`src/rtl/mx_rcvr_frame_ctrl.sv`:
```
// Frame controller behind the Manchester receiver: address filter,
// commit/rollback byte buffer and first-word-fall-through host read port.
module mx_rcvr_frame_ctrl #(
    parameter logic [7:0] MAC_ADDR   = 8'h40,
    parameter logic [7:0] BCAST_ADDR = 8'h2A,
    parameter int         DEPTH      = 64
) (
    input  logic       clk,
    input  logic       rst,
    input  logic       cardet,
    input  logic [7:0] rx_data,
    input  logic       rx_write,
    input  logic       rx_error,
    input  logic       rrd,
    output logic [7:0] rdata,
    output logic       rrdy,
    output logic       frame_ok,
    output logic       frame_drop,
    output logic [7:0] drop_cnt
);

    localparam int AW = $clog2(DEPTH);
    localparam logic [AW:0] FULL_LVL = (AW+1)'(DEPTH);
    localparam logic [AW:0] RUNT_LVL = (AW+1)'(2);
    localparam logic [AW:0] ONE      = (AW+1)'(1);

    typedef enum logic [1:0] {
        IDLE,
        BODY,
        DRAIN
    } state_t;

    state_t      state_q, state_d;
    logic [AW:0] wr_q, wr_d;
    logic [AW:0] cm_q, cm_d;
    logic [AW:0] rd_q, rd_d;
    logic [7:0]  cnt_q, cnt_d;
    logic        ok_q, ok_d;
    logic        drop_q, drop_d;
    logic        we;
    logic        full;
    logic        addr_hit;
    logic [AW:0] used;
    logic [AW:0] len;
    logic [7:0]  mem_q [DEPTH];

    assign used     = wr_q - rd_q;
    assign len      = wr_q - cm_q;
    assign full     = (used == FULL_LVL);
    assign addr_hit = (rx_data == MAC_ADDR) || (rx_data == BCAST_ADDR);

    assign rrdy       = (rd_q != cm_q);
    assign rdata      = rrdy ? mem_q[rd_q[AW-1:0]] : 8'h00;
    assign frame_ok   = ok_q;
    assign frame_drop = drop_q;
    assign drop_cnt   = cnt_q;

    always_comb begin
        state_d = state_q;
        wr_d    = wr_q;
        cm_d    = cm_q;
        ok_d    = 1'b0;
        drop_d  = 1'b0;
        we      = 1'b0;
        unique case (state_q)
            IDLE: begin
                // a full buffer cannot take even the address byte
                if (rx_write && addr_hit && full) begin
                    drop_d  = 1'b1;
                    state_d = DRAIN;
                end else if (rx_write && addr_hit) begin
                    we      = 1'b1;
                    wr_d    = wr_q + ONE;
                    state_d = BODY;
                end else if (rx_write) begin
                    state_d = DRAIN;
                end
            end
            BODY: begin
                if (rx_error || (rx_write && full)) begin
                    wr_d    = cm_q;
                    drop_d  = 1'b1;
                    state_d = DRAIN;
                end else if (!cardet) begin
                    if (len < RUNT_LVL) begin
                        wr_d   = cm_q;
                        drop_d = 1'b1;
                    end else begin
                        cm_d = wr_q;
                        ok_d = 1'b1;
                    end
                    state_d = IDLE;
                end else if (rx_write) begin
                    we   = 1'b1;
                    wr_d = wr_q + ONE;
                end
            end
            DRAIN: begin
                if (!cardet) state_d = IDLE;
            end
            default: state_d = IDLE;
        endcase
    end

    always_comb begin
        rd_d = rd_q;
        if (rrd && rrdy) rd_d = rd_q + ONE;
        cnt_d = cnt_q;
        if (drop_d && cnt_q != 8'hFF) cnt_d = cnt_q + 8'd1;
    end

    always_ff @(posedge clk or negedge rst) begin
        if (!rst) begin
            state_q <= IDLE;
            wr_q    <= '0;
            cm_q    <= '0;
            rd_q    <= '0;
            cnt_q   <= '0;
            ok_q    <= 1'b0;
            drop_q  <= 1'b0;
        end else begin
            state_q <= state_d;
            wr_q    <= wr_d;
            cm_q    <= cm_d;
            rd_q    <= rd_d;
            cnt_q   <= cnt_d;
            ok_q    <= ok_d;
            drop_q  <= drop_d;
        end
    end

    always_ff @(posedge clk) begin
        if (we) mem_q[wr_q[AW-1:0]] <= rx_data;
    end

endmodule

```
`config.mk`:
```
export PLATFORM = sky130hd
export DESIGN_NAME = mx_rcvr_frame_ctrl
export DESIGN_NICKNAME = d
export VERILOG_FILES = /design/src/rtl/mx_rcvr_frame_ctrl.sv
export SDC_FILE = /design/constraint.sdc
export NUM_CORES = 1
export LEC_CHECK = 0
export BUFFER_PORTS_ARGS = -buffer_cell sky130_fd_sc_hd__buf_2
export CELL_PAD_IN_SITES_DETAIL_PLACEMENT = 0
export CELL_PAD_IN_SITES_GLOBAL_PLACEMENT = 1
export CORE_MARGIN = 2
export CORE_UTILIZATION = 52
export DETAILED_ROUTE_END_ITERATION = 16
export PLACE_DENSITY_LB_ADDON = 0.25
export SLEW_MARGIN = 20
export SYNTH_ARGS = -nofsm -noshare
export SYNTH_HDL_FRONTEND = slang
export SYNTH_SLANG_ARGS = --single-unit
```
`constraint.sdc`:
```
create_clock -name clk -period 4.8 [get_ports clk]
set_input_delay 0.24 -clock clk [delete_from_list [all_inputs] [get_ports clk]]
set_output_delay 0.24 -clock clk [all_outputs]
set_load 0.02 [all_outputs]
```
==> results.json <==
{
  "status": "completed",
  "fin_ws_ns": 0.697,
  "multiInputGateArea_mm2": 0.00568,
  "hold_buffers": 1,
  "cap_viol_max_count": 0,
  "htreeDepth": 2,
  "cts_sinks": 545,
  "drt-met1-wl_um": 20300,
  "drt_iter0_markers": 1216,
  "worstHoldPathType": "input port to flip-flop",
  "timing.fmax_mhz": 244,
  "gp_congestion": 0.805,
  "yosys.area.top_type_share_pct": 69.3,
  "topRoutingLayerUsed": "met5",
  "critical_path_required_ns": 4.56,
  "nNetsFinal": 1230,
  "final-hold-violation-count": 0,
  "grt_pass1_vias": 11100,
  "fp.dieW_um": 211,
  "clkTransAtPathRegs_ns": 0.06,
  "syn2layout_area_growth_pct": 13.1,
  "final_util_pct": 59.7,
  "avgSynthCellArea_um2": 20.6,
  "cts_setup_buffers": 0,
  "wirelength_um": 49100,
  "netlist_area_mm2": 0.0222,
  "synth_fa_ha_area_share_pct": 0.880,
  "grt_max_degree": 132,
  "ios": 33,
  "firstDrtPassIters": 7,
  "synth_compound_area_share_pct": 2.18,
  "port_buffers": 32,
  "fin_crit_sh_pct": 85.5,
  "via_per_inst": 6.11,
  "synth_edf_count": 512,
  "hpwlAfterDp_um": 30400,
  "die_h_um": 211,
  "synth_mux_area_share_pct": 17.3,
  "grt_overflow": 0,
  "cts-resized-gates": 0,
  "synthXorXnorAreaFrac_pct": 1.18,
  "power.density_mw_per_mm2": 515,
  "core_mm2": 0.0420,
  "synth_cell_types": 73,
  "path_delay_family": "multiplexers",
  "ys_seq_area_share_pct": 73.0,
  "tightest_slew_ns": 0.853,
  "clockBufferDepth": 3,
  "drv_slew": 0,
  "synthCells": 1076,
  "finClkSkew_ns": 0.0189,
  "fill_cells": 3030,
  "cts_tree": "built",
  "ys.flop_type": "edfxtp_1",
  "die_area_mm2": 0.0443,
  "crit_arrival_ns": 3.86,
  "synth-seq-cells": 545,
  "met2_length_um": 23800,
  "netlist_top_cells_area": "edfxtp_1 (69%), mux4_2 (17%), dfrtp_1 (3.7%), nor2_1 (1.3%), ha_1 (0.79%)",
  "peakVddDrop_v": 0.000330,
  "numCtsBuffers": 53,
  "syn-num-nets": 1105,
  "clock_latency_ns": 0.59,
  "postSynth.asyncResetShare_pct": 6.06,
  "timing.hold.ws_ns": 0.0454,
  "drtAntennaViolNets": 0,
  "grtUsageTotal_pct": 22.9,
  "drive_gt1_share_pct": 30.5,
  "cp_slowest_stage_delay_ns": 0.65,
  "relSlewSlack_pct": 43.1,
  "post_drt_wl_per_cell_um": 27.6,
  "crit_type": "flip-flop to output pin",
  "yosys.area.top_type": "edfxtp_1",
  "critPathMaxFanout": 40,
  "crit_buf_inv": 2,
  "leakage_uw": 0.00825,
  "initial_core_util_pct": 52.8,
  "rsz0062_at_grt": "false",
  "grt_antenna_before_repair": 4,
  "ys_warn_count": 0,
  "dr_wl_met3_um": 3700,
  "vias": 10900,
  "synth_most_common_cell": "edfxtp_1",
  "fin_crit_ns": 4.10,
  "cp-end-kind": "output pin",
  "start_kind": "flip-flop",
  "grt_pass1_wl_um": 72900,
  "core.rowCount": 75,
  "synth_common_cells": "edfxtp_1 (512), mux4_2 (168), nor2_1 (79)",
  "regArea_mm2": 0.0162,
  "crit_top_cell": "mux4_2",
  "yosys.area_share.simple_pct": 4.00,
  "drc_errors": 0,
  "synth_top_family_by_area": "multiplexers",
  "cts-root-buf": "clkbuf_16",
  "cp_slowest_cell": "buf_4",
  "setup_viol": 0,
  "dp_worst_setup_slack_ns": 1.01,
  "tns_ns": 0,
  "p_total_uw": 12900,
  "cp_cell_sequence": "buf_4 -> mux4_2 -> mux4_2 -> mux4_2 -> and2b_1 -> buf_2"
}
==> worst paths after layout <==
path                       depth (start not counted)         from  slack [ns]           to
min                                                2       cardet        0.05     frame_ok
min reg2reg                                        1  drop_cnt[7]        0.49  drop_cnt[7]
max reg2reg                                        9      wr_q[2]        0.94  mem_q[9][3]
min in group asynchronous                          2          rst        0.29  drop_cnt[5]
max in group asynchronous                          2          rst        3.85      rd_q[1]
max                                                6      rd_q[0]        0.70     rdata[6]
==> through the flow <==
step                cell area, µm²  instances
floorplan                    22200       1076
global placement             23500       1684
detailed placement           23500       1684
CTS                          25100       1780
global route                 25100       1780
finish                       25100       1781
==> power breakdown <==
group | switching (µW) | leakage [µW] | internal, µW
clock | 1700 | 0.000778 | 2140
combinational | 1960 | 0.00245 | 1820
sequential | 56.5 | 0.00502 | 5240
==> logic make-up after synthesis <==
family / after synthesis
AO/OA/AOI/OAI: 64
XOR/XNOR: 30
adder cells (fa/ha/maj): 15
buffers and inverters: 73
flip-flops: 545
multiplexers: 174
AND/OR/NAND/NOR: 175
==> cells in the final DEF (no fill, tap or decap), drive strengths merged, types with 5 or more instances in the layout <==
| master | count |
|---|---|
| edfxtp | 512 |
| nand3 | 13 |
| o21ai | 13 |
| clkinv | 23 |
| inv | 20 |
| nand2 | 22 |
| nor2b | 14 |
| xnor2 | 14 |
| nor2 | 79 |
| mux4 | 168 |
| clkbuf | 69 |
| dfrtp | 33 |
| buf | 123 |
| ha | 14 |
| xor2 | 16 |
| a21oi | 11 |
| nor3 | 6 |
| nor4 | 5 |
==> cell type report <==
| type | count | area share, % |
|---|---|---|
| antenna | 1 | 0.00997 |
| clock buffer | 69 | 5.69 |
| clock inverter | 26 | 0.633 |
| inverter | 19 | 0.284 |
| multi-input combinational | 458 | 22.6 |
| sequential | 545 | 64.6 |
| tap | 539 | 2.69 |
| timing repair buffer | 124 | 3.50 |
==> per-layer routing <==
layer,up-vias,track usage (%)
li1,4699,-
met1,5710,32.4
met2,373,36.1
met3,87,4.75
met4,6,7.65
met5,-,0
==> registers in the layout, summed over array words and instances, names as in the netlist <==
| name | cells |
|---|---|
| mem_q | 512 |
| cm_q | 7 |
| drop_cnt | 8 |
| frame_ok | 1 |
| state_q | 2 |
| frame_drop | 1 |
| rd_q | 7 |
| wr_q | 7 |
No activity file was read; power rests on OpenSTA's default activity.
